==> config.mk <==
export PLATFORM = sky130hd
export DESIGN_NAME = pipe_hazard_ctrl_flat
export DESIGN_NICKNAME = d
export VERILOG_FILES = /design/src/rtl/pipe_hazard_ctrl_pkg.sv /design/src/rtl/pipe_hazard_ctrl_if.sv /design/src/rtl/pipe_hazard_ctrl_load_use.sv /design/src/rtl/pipe_hazard_ctrl.sv /design/src/flat_wrapper.sv
export SDC_FILE = /design/constraint.sdc
export NUM_CORES = 1
export LEC_CHECK = 0
export BUFFER_PORTS_ARGS = -buffer_cell sky130_fd_sc_hd__buf_2
export CAP_MARGIN = 20
export CORE_MARGIN = 2
export CORE_UTILIZATION = 41
export CTS_BUF_LIST = sky130_fd_sc_hd__clkbuf_8
export DETAILED_ROUTE_END_ITERATION = 16
export PLACE_DENSITY = 0.78
export REMOVE_ABC_BUFFERS = 1
export SYNTH_ARGS = -nofsm -noshare
export SYNTH_HDL_FRONTEND = slang
export SYNTH_SLANG_ARGS = --single-unit
==> constraint.sdc <==
create_clock -name clk -period 1.9 [get_ports clk]
set_clock_uncertainty 0.15 [all_clocks]
set_input_delay 0.095 -clock clk [delete_from_list [all_inputs] [get_ports clk]]
set_output_delay 0.095 -clock clk [all_outputs]
set_load 0.03 [all_outputs]
==> src/rtl/pipe_hazard_ctrl_pkg.sv <==
// hazard_pkg: FSM state type, pipeline constants and watchdog width helper for pipe_hazard_ctrl.
package hazard_pkg;
    typedef enum logic [1:0] {
        RUN      = 2'd0,
        MEM_WAIT = 2'd1,
        ERR      = 2'd2
    } state_t;

    localparam logic [1:0] PC_SEL_SEQ = 2'd0;
    localparam logic [4:0] REG_X0     = 5'd0;

    function automatic int cnt_w(input int t);
        return (t <= 1) ? 1 : $clog2(t + 1);
    endfunction
endpackage

==> src/rtl/pipe_hazard_ctrl_if.sv <==
// pipe_hazard_ctrl_if: pipeline hazard inputs and stage control outputs; master is the hazard controller.
interface pipe_hazard_ctrl_if;
    logic       memread_id_ex;
    logic [4:0] rd_id_ex;
    logic [4:0] rs1_if_id;
    logic [4:0] rs2_if_id;
    logic       use_rs1_if_id;
    logic       use_rs2_if_id;
    logic       branch_ex_mem;
    logic       z_flag_ex_mem;
    logic [1:0] pc_sel_ex_mem;
    logic       memread_ex_mem;
    logic       memwrite_ex_mem;
    logic       dmem_ack;
    logic       dmem_req;
    logic       pc_en;
    logic       if_id_en;
    logic       if_id_flush;
    logic       id_ex_en;
    logic       id_ex_flush;
    logic       ex_mem_en;
    logic       ex_mem_flush;
    logic       mem_wb_bubble;
    logic       redirect;
    logic       dmem_err;

    modport master (
        input  memread_id_ex, rd_id_ex, rs1_if_id, rs2_if_id, use_rs1_if_id, use_rs2_if_id,
               branch_ex_mem, z_flag_ex_mem, pc_sel_ex_mem, memread_ex_mem, memwrite_ex_mem, dmem_ack,
        output dmem_req, pc_en, if_id_en, if_id_flush, id_ex_en, id_ex_flush, ex_mem_en, ex_mem_flush,
               mem_wb_bubble, redirect, dmem_err
    );

    modport slave (
        output memread_id_ex, rd_id_ex, rs1_if_id, rs2_if_id, use_rs1_if_id, use_rs2_if_id,
               branch_ex_mem, z_flag_ex_mem, pc_sel_ex_mem, memread_ex_mem, memwrite_ex_mem, dmem_ack,
        input  dmem_req, pc_en, if_id_en, if_id_flush, id_ex_en, id_ex_flush, ex_mem_en, ex_mem_flush,
               mem_wb_bubble, redirect, dmem_err
    );
endinterface

==> src/rtl/pipe_hazard_ctrl_load_use.sv <==
// load_use_detect: combinational load-use compare between the load in EX and the operands in ID.
module load_use_detect
    import hazard_pkg::*;
(
    input  logic       memread,
    input  logic [4:0] rd,
    input  logic [4:0] rs1,
    input  logic [4:0] rs2,
    input  logic       use_rs1,
    input  logic       use_rs2,
    output logic       hazard
);
    assign hazard = memread && rd != REG_X0 && ((use_rs1 && rd == rs1) || (use_rs2 && rd == rs2));
endmodule

==> src/rtl/pipe_hazard_ctrl.sv <==
// pipe_hazard_ctrl: stall/flush scheduler and data-memory handshake watchdog for the 5-stage core.
// Optional HAZARD_PERF_EN adds load-use, flush and frozen-cycle performance counters.
module pipe_hazard_ctrl
    import hazard_pkg::*;
#(
    parameter int TIMEOUT = 16,
    parameter int CNT_W   = 32
) (
    input  logic clk,
    input  logic reset,
    pipe_hazard_ctrl_if.master hz
`ifdef HAZARD_PERF_EN
    ,
    output logic [CNT_W-1:0] perf_stall_lu,
    output logic [CNT_W-1:0] perf_flush,
    output logic [CNT_W-1:0] perf_mem_wait
`endif
);
    localparam int CW = cnt_w(TIMEOUT);

    state_t state;
    logic [CW-1:0] cnt;
    logic lu, take, mem_op, freeze, flush_x, lu_stall;

    load_use_detect u_lu (
        .memread (hz.memread_id_ex),
        .rd      (hz.rd_id_ex),
        .rs1     (hz.rs1_if_id),
        .rs2     (hz.rs2_if_id),
        .use_rs1 (hz.use_rs1_if_id),
        .use_rs2 (hz.use_rs2_if_id),
        .hazard  (lu)
    );

    assign mem_op = hz.memread_ex_mem || hz.memwrite_ex_mem;
    assign take   = (hz.branch_ex_mem && hz.z_flag_ex_mem) || hz.pc_sel_ex_mem != PC_SEL_SEQ;

    // Ack releases the freeze in the same cycle, so both RUN and MEM_WAIT stall only while ack is low.
    always_comb begin
        freeze   = !reset && (state == ERR || (state == MEM_WAIT && !hz.dmem_ack) ||
                              (state == RUN && mem_op && !hz.dmem_ack));
        flush_x  = !reset && !freeze && take;
        lu_stall = !reset && !freeze && !take && lu;
        hz.dmem_req      = !reset && mem_op && state != ERR;
        hz.pc_en         = !freeze && !lu_stall;
        hz.if_id_en      = !freeze && !lu_stall;
        hz.id_ex_en      = !freeze;
        hz.ex_mem_en     = !freeze;
        hz.if_id_flush   = flush_x;
        hz.id_ex_flush   = flush_x || lu_stall;
        hz.ex_mem_flush  = flush_x;
        hz.redirect      = flush_x;
        hz.mem_wb_bubble = freeze;
        hz.dmem_err      = !reset && state == ERR;
    end

    always_ff @(posedge clk or posedge reset) begin
        if (reset) begin
            state <= RUN;
            cnt   <= '0;
        end else begin
            case (state)
                RUN: if (mem_op && !hz.dmem_ack) begin
                    state <= MEM_WAIT;
                    cnt   <= CW'(1);
                end
                MEM_WAIT: if (hz.dmem_ack) begin
                    state <= RUN;
                    cnt   <= '0;
                end else if (TIMEOUT != 0 && cnt == CW'(TIMEOUT)) begin
                    state <= ERR;
                end else if (cnt != '1) begin
                    cnt <= cnt + 1'b1;
                end
                default: state <= ERR;
            endcase
        end
    end

`ifdef HAZARD_PERF_EN
    always_ff @(posedge clk or posedge reset) begin
        if (reset) begin
            perf_stall_lu <= '0;
            perf_flush    <= '0;
            perf_mem_wait <= '0;
        end else begin
            perf_stall_lu <= perf_stall_lu + CNT_W'(lu_stall);
            perf_flush    <= perf_flush + CNT_W'(flush_x);
            perf_mem_wait <= perf_mem_wait + CNT_W'(freeze);
        end
    end
`endif
endmodule

==> src/flat_wrapper.sv <==
// flat-port wrapper written by rule: the top's interface ports become plain ports
module pipe_hazard_ctrl_flat import hazard_pkg::*;
#(
    parameter int TIMEOUT = 16,
    parameter int CNT_W   = 32
)
  (clk, reset, hz_memread_id_ex, hz_rd_id_ex, hz_rs1_if_id, hz_rs2_if_id, hz_use_rs1_if_id, hz_use_rs2_if_id, hz_branch_ex_mem, hz_z_flag_ex_mem, hz_pc_sel_ex_mem, hz_memread_ex_mem, hz_memwrite_ex_mem, hz_dmem_ack, hz_dmem_req, hz_pc_en, hz_if_id_en, hz_if_id_flush, hz_id_ex_en, hz_id_ex_flush, hz_ex_mem_en, hz_ex_mem_flush, hz_mem_wb_bubble, hz_redirect, hz_dmem_err);
  pipe_hazard_ctrl_if hz_i ();
  input  logic clk;
  input  logic reset;
  input wire logic [$bits(hz_i.memread_id_ex)-1:0] hz_memread_id_ex;
  input wire logic [$bits(hz_i.rd_id_ex)-1:0] hz_rd_id_ex;
  input wire logic [$bits(hz_i.rs1_if_id)-1:0] hz_rs1_if_id;
  input wire logic [$bits(hz_i.rs2_if_id)-1:0] hz_rs2_if_id;
  input wire logic [$bits(hz_i.use_rs1_if_id)-1:0] hz_use_rs1_if_id;
  input wire logic [$bits(hz_i.use_rs2_if_id)-1:0] hz_use_rs2_if_id;
  input wire logic [$bits(hz_i.branch_ex_mem)-1:0] hz_branch_ex_mem;
  input wire logic [$bits(hz_i.z_flag_ex_mem)-1:0] hz_z_flag_ex_mem;
  input wire logic [$bits(hz_i.pc_sel_ex_mem)-1:0] hz_pc_sel_ex_mem;
  input wire logic [$bits(hz_i.memread_ex_mem)-1:0] hz_memread_ex_mem;
  input wire logic [$bits(hz_i.memwrite_ex_mem)-1:0] hz_memwrite_ex_mem;
  input wire logic [$bits(hz_i.dmem_ack)-1:0] hz_dmem_ack;
  output wire logic [$bits(hz_i.dmem_req)-1:0] hz_dmem_req;
  output wire logic [$bits(hz_i.pc_en)-1:0] hz_pc_en;
  output wire logic [$bits(hz_i.if_id_en)-1:0] hz_if_id_en;
  output wire logic [$bits(hz_i.if_id_flush)-1:0] hz_if_id_flush;
  output wire logic [$bits(hz_i.id_ex_en)-1:0] hz_id_ex_en;
  output wire logic [$bits(hz_i.id_ex_flush)-1:0] hz_id_ex_flush;
  output wire logic [$bits(hz_i.ex_mem_en)-1:0] hz_ex_mem_en;
  output wire logic [$bits(hz_i.ex_mem_flush)-1:0] hz_ex_mem_flush;
  output wire logic [$bits(hz_i.mem_wb_bubble)-1:0] hz_mem_wb_bubble;
  output wire logic [$bits(hz_i.redirect)-1:0] hz_redirect;
  output wire logic [$bits(hz_i.dmem_err)-1:0] hz_dmem_err;
  assign hz_i.memread_id_ex = hz_memread_id_ex;
  assign hz_i.rd_id_ex = hz_rd_id_ex;
  assign hz_i.rs1_if_id = hz_rs1_if_id;
  assign hz_i.rs2_if_id = hz_rs2_if_id;
  assign hz_i.use_rs1_if_id = hz_use_rs1_if_id;
  assign hz_i.use_rs2_if_id = hz_use_rs2_if_id;
  assign hz_i.branch_ex_mem = hz_branch_ex_mem;
  assign hz_i.z_flag_ex_mem = hz_z_flag_ex_mem;
  assign hz_i.pc_sel_ex_mem = hz_pc_sel_ex_mem;
  assign hz_i.memread_ex_mem = hz_memread_ex_mem;
  assign hz_i.memwrite_ex_mem = hz_memwrite_ex_mem;
  assign hz_i.dmem_ack = hz_dmem_ack;
  assign hz_dmem_req = hz_i.dmem_req;
  assign hz_pc_en = hz_i.pc_en;
  assign hz_if_id_en = hz_i.if_id_en;
  assign hz_if_id_flush = hz_i.if_id_flush;
  assign hz_id_ex_en = hz_i.id_ex_en;
  assign hz_id_ex_flush = hz_i.id_ex_flush;
  assign hz_ex_mem_en = hz_i.ex_mem_en;
  assign hz_ex_mem_flush = hz_i.ex_mem_flush;
  assign hz_mem_wb_bubble = hz_i.mem_wb_bubble;
  assign hz_redirect = hz_i.redirect;
  assign hz_dmem_err = hz_i.dmem_err;
  pipe_hazard_ctrl #(.TIMEOUT(TIMEOUT), .CNT_W(CNT_W)) u_core (.clk(clk), .reset(reset), .hz(hz_i));
endmodule
==> out/qor.csv, run 1 <==
metric,value,unit
status,"complete, but fails checks",
violations,setup timing,
yosys.cell_types.count,38,
critPathSlowestCell,dfrtp_1,
final_cell_mix,"34 x buf_2, 10 x xnor2_1, 9 x buf_4",
die_x,44.9,µm
drv_slew,0,
drc,0,
final-setup-viol-count,5,
overflow,0,
clockBufferDepth,2,
hold_path_startpoint,hz_dmem_ack,
syn-cell-area,686,µm²
synth-seq-cells,7,
drt-initial-drc-count,13,
cp_top_family,compound AO/OA/AOI/OAI gates,
grt_start_max_net_pins,9,
leakage,0.486,nW
finalCritPeriodShare,103,%
rsz0062_at_grt,yes,
power.total,0.569,mW
cp-start-kind,flop,
hold_slack,29.2,ps
hold_class,primary input to flop,
start_util,44.5,%
syn_to_final_growth,57.3,%
cpPeakStageDelay,350,ps
worstPathBufferInverterCount,2,
htreeDepth,1,
worst_pin_slew,452,ps
placementRows,14,
grt_pass1_vias,759,
timing.fmax,510,MHz
min_path_cells,2,
layout_setup_ws,-58.9,ps
drt-pass1-iter-count,4,
routedWlPerCell,14.5,µm
dp_hpwl,1400,µm
hold_violations,0,
place.gp.congestion,0.880,
ant_nets,0,
die_h,44.9,µm
powerDensity,528,nW/µm²
n_antenna_cell,0,
final_common_cell,buf_2,
drv_cap,0,
worstReg2RegStart,u_core.cnt[0],
rr_worst_depth,8,
layout-drive-gt1-share,60.3,%
cts.sink_count,7,
root_buffer,clkbuf_8,
rrSetupSlack,-60,ps
r2r_end,u_core.cnt[3],
critical_path.cell_chain,buf_4 > and2b_4 > a211oi_2 > o311a_1 > a31oi_1 > buf_4,
die-area,2020,µm²
synth_cells,76,
syn_avg_cell_area,9.02,µm²
synth-main-ff-cell,dfrtp_1,
async_flop_share,100,%
cts_tree,yes,
slew_headroom,69.7,%
critPathKind,flop to output port,
worst-path-max-fanout,7,
cp-end-kind,output port,
final_nets,152,
cts_made_buffers,3,
seq_area_frac_synth,25.5,%
clk_pin_slew,40,ps
min_to,u_core.state[1],
grt_antenna_before_repair,0,
synth_edf_count,0,
finalCriticalPeriod,1960,ps
cp.arrival,1710,ps
portBuffers,37,
ir_drop,0.256,mV
grt_use_total,20.5,%
route.vias.total,735,
clock_latency,230,ps
core_area,1540,µm²
crit_top_cell,buf_4,
grt_pass1_wl,3000,µm
ios,38,
routed_wl,1980,µm
yosys_warnings,0,
cp.required,1650,ps
viasPerCell,5.36,
synthesized netlist by cell type, types with 3 or more instances:
| master | instances | area, µm² |
|---|---|---|
| a21oi_1 | 4 | 20.0 |
| buf_4 | 4 | 30.0 |
| dfrtp_1 | 7 | 175 |
| ha_1 | 3 | 37.5 |
| inv_1 | 7 | 26.3 |
| nand2_1 | 3 | 11.3 |
| nor2_1 | 3 | 11.3 |
| xnor2_1 | 10 | 87.6 |
flip-flops by register name, indices dropped and copies added (netlist names):
register / cells
u_core.cnt: 5
u_core.state: 2
metrics by stage:
step / instance area (µm²) / utilization [%] / cells / setup TNS [ps] / setup WS [ps]
after global routing: 1080 / 70.0 / 137 / -648 / -144
after global placement: 891 / 57.8 / 129 / -67.9 / -33.7
after CTS: 1010 / 65.3 / 136 / -122 / -42.1
final: 1080 / 70.0 / 137 / -199 / -58.9
after detailed placement: 891 / 57.8 / 129 / -368 / -108
after floorplan: 656 / - / 72 / -4020 / -979
worst max-delay path by stage:
stage	end	start	slack, ps	depth (start not counted)
after floorplan	hz_id_ex_flush	u_core.state[0]	-980	4
after global placement	u_core.cnt[4]	u_core.cnt[1]	-30	7
after detailed placement	u_core.cnt[4]	u_core.cnt[1]	-110	7
after CTS	hz_if_id_en	u_core.state[0]	-40	5
after global routing	hz_if_id_en	u_core.state[0]	-140	6
final	hz_if_id_en	u_core.state[0]	-60	6
per-layer routing:
metal,track usage [%],routed length (µm)
met1,18.9,692
met2,41.7,1170
met3,4.40,109
met4,9.41,16
met5,0,0
final cells by class:
class	instances	area [µm²]
Multi-Input combinational cell	58	549
Fill cell	124	463
Timing Repair Buffer	45	259
Sequential cell	7	176
Clock buffer	3	41.3
Inverter	7	28.8
Tap cell	16	20.0
Clock inverter	1	3.75
kinds of logic (layout without fill, tap and decap cells):
logic type,Yosys count,after routing,synth area share [%]
buffers and inverters,11,56,8.21
AO/OA/AOI/OAI,16,16,17.9
flip-flops,7,7,25.5
XOR/XNOR,10,10,12.8
AND/OR/NAND/NOR,26,26,24.8
adder cells (fa/ha/maj),3,3,5.48
multiplexers,3,3,5.29
power breakdown:
part           switching [mW]  internal [mW]  total [mW]  leakage, nW
Sequential            0.00895          0.157       0.166       0.0887
Clock                  0.0631          0.140       0.203       0.0269
Combinational           0.109         0.0917       0.201        0.370
Total                   0.181          0.388       0.569        0.486
repair_timing:
item                       in CTS  in global routing
hold buffers                    1                  0
hold endpoints to repair        7                  0
pin swaps                      10                  6
setup endpoints to repair      11                 11
resized for setup              11                 17
setup buffers                   2                  1
(Power assumes the default switching activity.)
==> run 2, diff against run 1 <==
CORE_UTILIZATION = 48   (was 41)
PLACE_DENSITY = 0.86   (was 0.78)
clock period = 2.5 ns   (was 1.9 ns; I/O delays follow)
==> run 2 against run 1 <==
Largest cell class unchanged; the flow now finishes without violations; critical path depth shrank 1; combinational power down 37%; die area down 13%; sequential power down 23%; largest power group unchanged; worst hold slack improved by 120 ps; register-to-register slack improved by 480 ps; highest routed layer unchanged; global-route usage is 0.91 points lower.
==> out/qor.csv, run 2 (synthesized netlist as in run 1, its figures left out) <==
metric,value,unit,change
clock_latency,230,ps,about the same
grt_start_max_net_pins,9,,unchanged
cpPeakStageDelay,460,ps,+110 ps
dp_slack,438,ps,+546 ps
viasPerCell,5.42,,+1.1%
ir_drop,0.323,mV,+26%
final_cell_mix,"37 x buf_2, 10 x xnor2_1, 8 x inv_1",,
ios,38,,unchanged
n_antenna_cell,0,,unchanged
start_util,52.0,%,+7.6 points
root_buffer,clkbuf_8,,
portBuffers,37,,unchanged
drv_cap,0,,unchanged
rsz0062_at_grt,no,,
status,"finished, final reports clean",,
overflow,0,,unchanged
routedWlPerCell,12.5,µm,-14%
reg_top3,"u_core.cnt x5, u_core.state x2",,
worstPathBufferInverterCount,1,,-1
cp.required,2230,ps,+580 ps
cp-start-kind,flop,,
dp_hpwl,1300,µm,-7.4%
cp.arrival,1910,ps,+200 ps
grt_pass1_vias,650,,-14%
tns,0,ps,+199 ps
drc,0,,unchanged
powerDensity,444,nW/µm²,-16%
timing.fmax,458,MHz,
postLayoutCellArea,925,µm²,-14%
drt-pass1-iter-count,2,,-2
die_x,41.8,µm,-6.9%
grt_pass1_wl,2580,µm,-14%
cp_top_family,simple AND/OR/NAND/NOR gates,,
cts_resized,0,,-11
hold_slack,146,ps,+117 ps
ant_nets,0,,unchanged
layout_setup_ws,315,ps,+374 ps
regMostFlops,u_core.cnt,,
hold_violations,0,,unchanged
cts.sink_count,7,,unchanged
layout-drive-gt1-share,42.6,%,-18 points
clk_pin_slew,40,ps,about the same
place_area,860,µm²,-3.5%
use_met1,19.7,%,+0.81 points
clockBufferDepth,2,,unchanged
slew_headroom,76.0,%,+6.3 points
die-area,1750,µm²,-13%
met2_usage,37.2,%,-4.6 points
grt-busiest-layer,met2,,
placementRows,13,,-1
power.total,0.410,mW,-28%
cp-end-kind,output port,,
final_nets,146,,-3.9%
final_common_cell,buf_2,,
leakage,0.453,nW,-6.9%
finalCriticalPeriod,2190,ps,
critPathKind,flop to output port,,
worst_pin_slew,359,ps,-93.0 ps
hold_class,primary input to flop,,
finalCritPeriodShare,87.4,%,
place.gp.congestion,0.806,,-8.4%
routed_wl,1620,µm,-18%
die_h,41.8,µm,-6.9%
cts_made_buffers,3,,unchanged
final-setup-viol-count,0,,-5
core_area,1320,µm²,-15%
met3_usage,1.74,%,-2.7 points
syn_to_final_growth,34.9,%,
drv_slew,0,,unchanged
grt_use_total,19.6,%,-0.91 points
critPathSlowestCell,dfrtp_1,,
cts_tree,yes,,
route.vias.total,705,,-4.1%
drt-initial-drc-count,3,,-10
htreeDepth,1,,unchanged
grt_antenna_before_repair,0,,unchanged
critical_path.cell_chain,or3_4 > a211oi_2 > nor2b_1 > a21o_1 > buf_2,,
worst-path-max-fanout,8,,+1
post_cts.repair.setup_buffers,0,,-2
largest_reg_flops,5,,unchanged
[run 2: where the power goes]
part	internal (mW)	switching, mW
registers	0.119	0.00762
logic	0.0559	0.0703
clock network	0.106	0.0508
[run 2: final cells by class]
cell class / count / area (µm²)
clock buffers: 3 / 41.3
clock inverters: 1 / 3.75
fillers: 108 / 393
inverters: 7 / 26.3
multi-input cells: 58 / 454
flip-flops and latches: 7 / 175
well taps: 15 / 18.8
repair buffers: 39 / 205
[run 2: repair_timing]
item / 4_1_cts / 5_1_grt
endpoints found under the setup margin: 0 / 0
hold buffers: 2 / 0
endpoints found under the hold margin: 8 / 0
[run 2: worst paths after layout]
kind,cells past startpoint,endpoint,start,slack [ps]
setup / recovery,5,hz_id_ex_flush,u_core.state[0],310
hold / removal,3,u_core.state[0],hz_memread_ex_mem,150
setup reg to reg,7,u_core.cnt[4],u_core.cnt[0],420
hold reg to reg,1,u_core.cnt[4],u_core.cnt[4],390
max in group asynchronous,3,u_core.cnt[3],reset,1660
min in group asynchronous,3,u_core.cnt[4],reset,300
[run 2: layer usage]
| metal | vias up | part of all wire [%] |
|---|---|---|
| met3 | 5 | 4.1 |
| met4 | 0 | 2.8 |
| met1 | 325 | 38 |
| met5 | - | 0 |
| li1 | 350 | - |
| met2 | 25 | 55 |
[run 2: tightest hold or removal path, stage by stage]
cell    delay (ps)
buf_2           90
or3_4          140
and3_1         140
[run 2: metrics by stage]
stage               utilization [%]  std cells
finish                         70.2        130
CTS                            70.2        130
floorplan                         -         72
global route                   70.2        130
global placement               65.2        124
detailed placement             65.2        124
==> run 3, diff against run 2 <==
CORE_UTILIZATION = 45   (was 48)
PLACE_DENSITY = 0.81   (was 0.86)
clock period = 2.4 ns   (was 2.5 ns; I/O delays follow)
==> run 3 against run 2 <==
Die area increased by 6.0%; setup slack got worse by 100 ps; critical path depth unchanged; non-clock buffer count decreased by 1; sequential share of layout area increased by 0.18 points; final cell count unchanged; first-iteration DRC count increased to 2.7 times the previous value; highest routed layer unchanged; flip-flop and latch count unchanged; clock power increased by 6%.
==> out/qor.csv, run 3 (synthesized netlist as in run 1, its figures left out) <==
metric,value,unit,change
status,"finished, final reports clean",,
final_nets,145,,-0.68%
cts.sink_count,7,,unchanged
ir_drop,0.251,mV,-22%
grt_pass1_wl,2840,µm,+10%
clk_pin_slew,40,ps,about the same
portBuffers,37,,unchanged
power.total,0.430,mW,+4.8%
cp.required,2130,ps,-100 ps
critical_path.cell_chain,or3_4 > a211oi_2 > nor2b_1 > a21o_1 > buf_2,,
drv_slew,0,,unchanged
routedWlPerCell,12.9,µm,+3.4%
finalCritPeriodShare,91.1,%,
hold_path_startpoint,hz_dmem_ack,,
cp-end-kind,output port,,
cts_made_buffers,3,,unchanged
final_cell_mix,"37 x buf_2, 10 x xnor2_1, 8 x inv_1",,
cts_resized,0,,unchanged
layout_setup_ws,214,ps,-101 ps
fin_util,62.2,%,-7.9 points
final_common_cell,buf_2,,
cts_tree,yes,,
cpPeakStageDelay,450,ps,about the same
htreeDepth,1,,unchanged
dp_slack,311,ps,-127 ps
timing.fmax,457,MHz,
placementRows,14,,+1
grt_use_total,20.8,%,+1.1 points
n_antenna_cell,0,,unchanged
clockBufferDepth,2,,unchanged
place.gp.congestion,0.769,,-4.6%
start_util,46.6,%,-5.4 points
reg_top3,"u_core.cnt x5, u_core.state x2",,
layout-drive-gt1-share,43.0,%,+0.37 points
routed_wl,1680,µm,+3.4%
die-area,1850,µm²,+6.0%
root_buffer,clkbuf_8,,
hold_slack,22.8,ps,-124 ps
drc,0,,unchanged
core_area,1470,µm²,+12%
grt_start_max_net_pins,9,,unchanged
ctsHoldBuffers,1,,-1
critPathSlowestCell,dfrtp_1,,
worst_pin_slew,359,ps,+0.371 ps
overflow,0,,unchanged
hold_violations,0,,unchanged
post_cts.repair.setup_buffers,0,,unchanged
clock_latency,230,ps,about the same
grt_pass1_vias,709,,+9.1%
slew_headroom,76.0,%,about the same
final-setup-viol-count,0,,unchanged
rsz0062_at_grt,no,,
dp.cells,125,,+0.81%
leakage,0.448,nW,-0.92%
drt-pass1-iter-count,4,,+2
worst-path-max-fanout,8,,unchanged
ant_nets,0,,unchanged
die_x,43.0,µm,+3.0%
drv_cap,0,,unchanged
worstReg2RegStart,u_core.cnt[0],,
syn_to_final_growth,33.6,%,
route.vias.total,713,,+1.1%
hold_class,primary input to flop,,
largest_reg_flops,5,,unchanged
tns,0,ps,unchanged
powerDensity,469,nW/µm²,+5.8%
fillers,125,,+16%
postLayoutCellArea,916,µm²,-0.95%
cp-start-kind,flop,,
grt_antenna_before_repair,0,,unchanged
regMostFlops,u_core.cnt,,
drt-initial-drc-count,8,,+5
critPathKind,flop to output port,,
final_cells,130,,unchanged
cp.arrival,1920,ps,about the same
place_area,861,µm²,+0.15%
viasPerCell,5.48,,+1.1%
crit_start,u_core.state[0],,
dp_hpwl,1280,µm,-1.4%
ios,38,,unchanged
die_h,43.0,µm,+3.0%
finalCriticalPeriod,2190,ps,
-- run 3: final timing paths --
path	to	slack, ps	cells after the start
max in group asynchronous	u_core.cnt[0]	1560	3
min in group asynchronous	u_core.state[0]	300	3
worst min register to register	u_core.cnt[4]	400	1
worst min-delay path	u_core.state[1]	20	2
worst max register to register	u_core.cnt[4]	320	7
worst max-delay path	hz_id_ex_flush	210	5
-- run 3: critical path, delay by kind of cell (launching register included) --
kind,cells,cell delay [ps]
flops,1,450
buf+inv,1,180
simple gates,2,720
compound gates,2,320
-- run 3: final cells by class --
type | instances | area, µm² | area share [%]
Tap cell | 16 | 20.0 | 2.19
Clock buffer | 3 | 41.3 | 4.51
Multi-Input combinational cell | 58 | 454 | 49.6
Sequential cell | 7 | 175 | 19.1
Inverter | 7 | 26.3 | 2.87
Clock inverter | 1 | 3.75 | 0.410
Timing Repair Buffer | 38 | 195 | 21.3
-- run 3: layer usage --
metal	part of all wire, %	vias up	wire length (µm)	global-route usage (%)
li1	-	346	-	-
met1	40	319	672	21.7
met2	48	39	803	36.1
met3	7.4	9	124	4.26
met4	4.6	0	78	15.2
met5	0	-	0	0
-- run 3: power breakdown --
part / internal (mW) / leakage, nW / switching [mW]
sequential: 0.124 / 0.0897 / 0.00800
combinational: 0.0570 / 0.332 / 0.0735
clock: 0.111 / 0.0269 / 0.0562
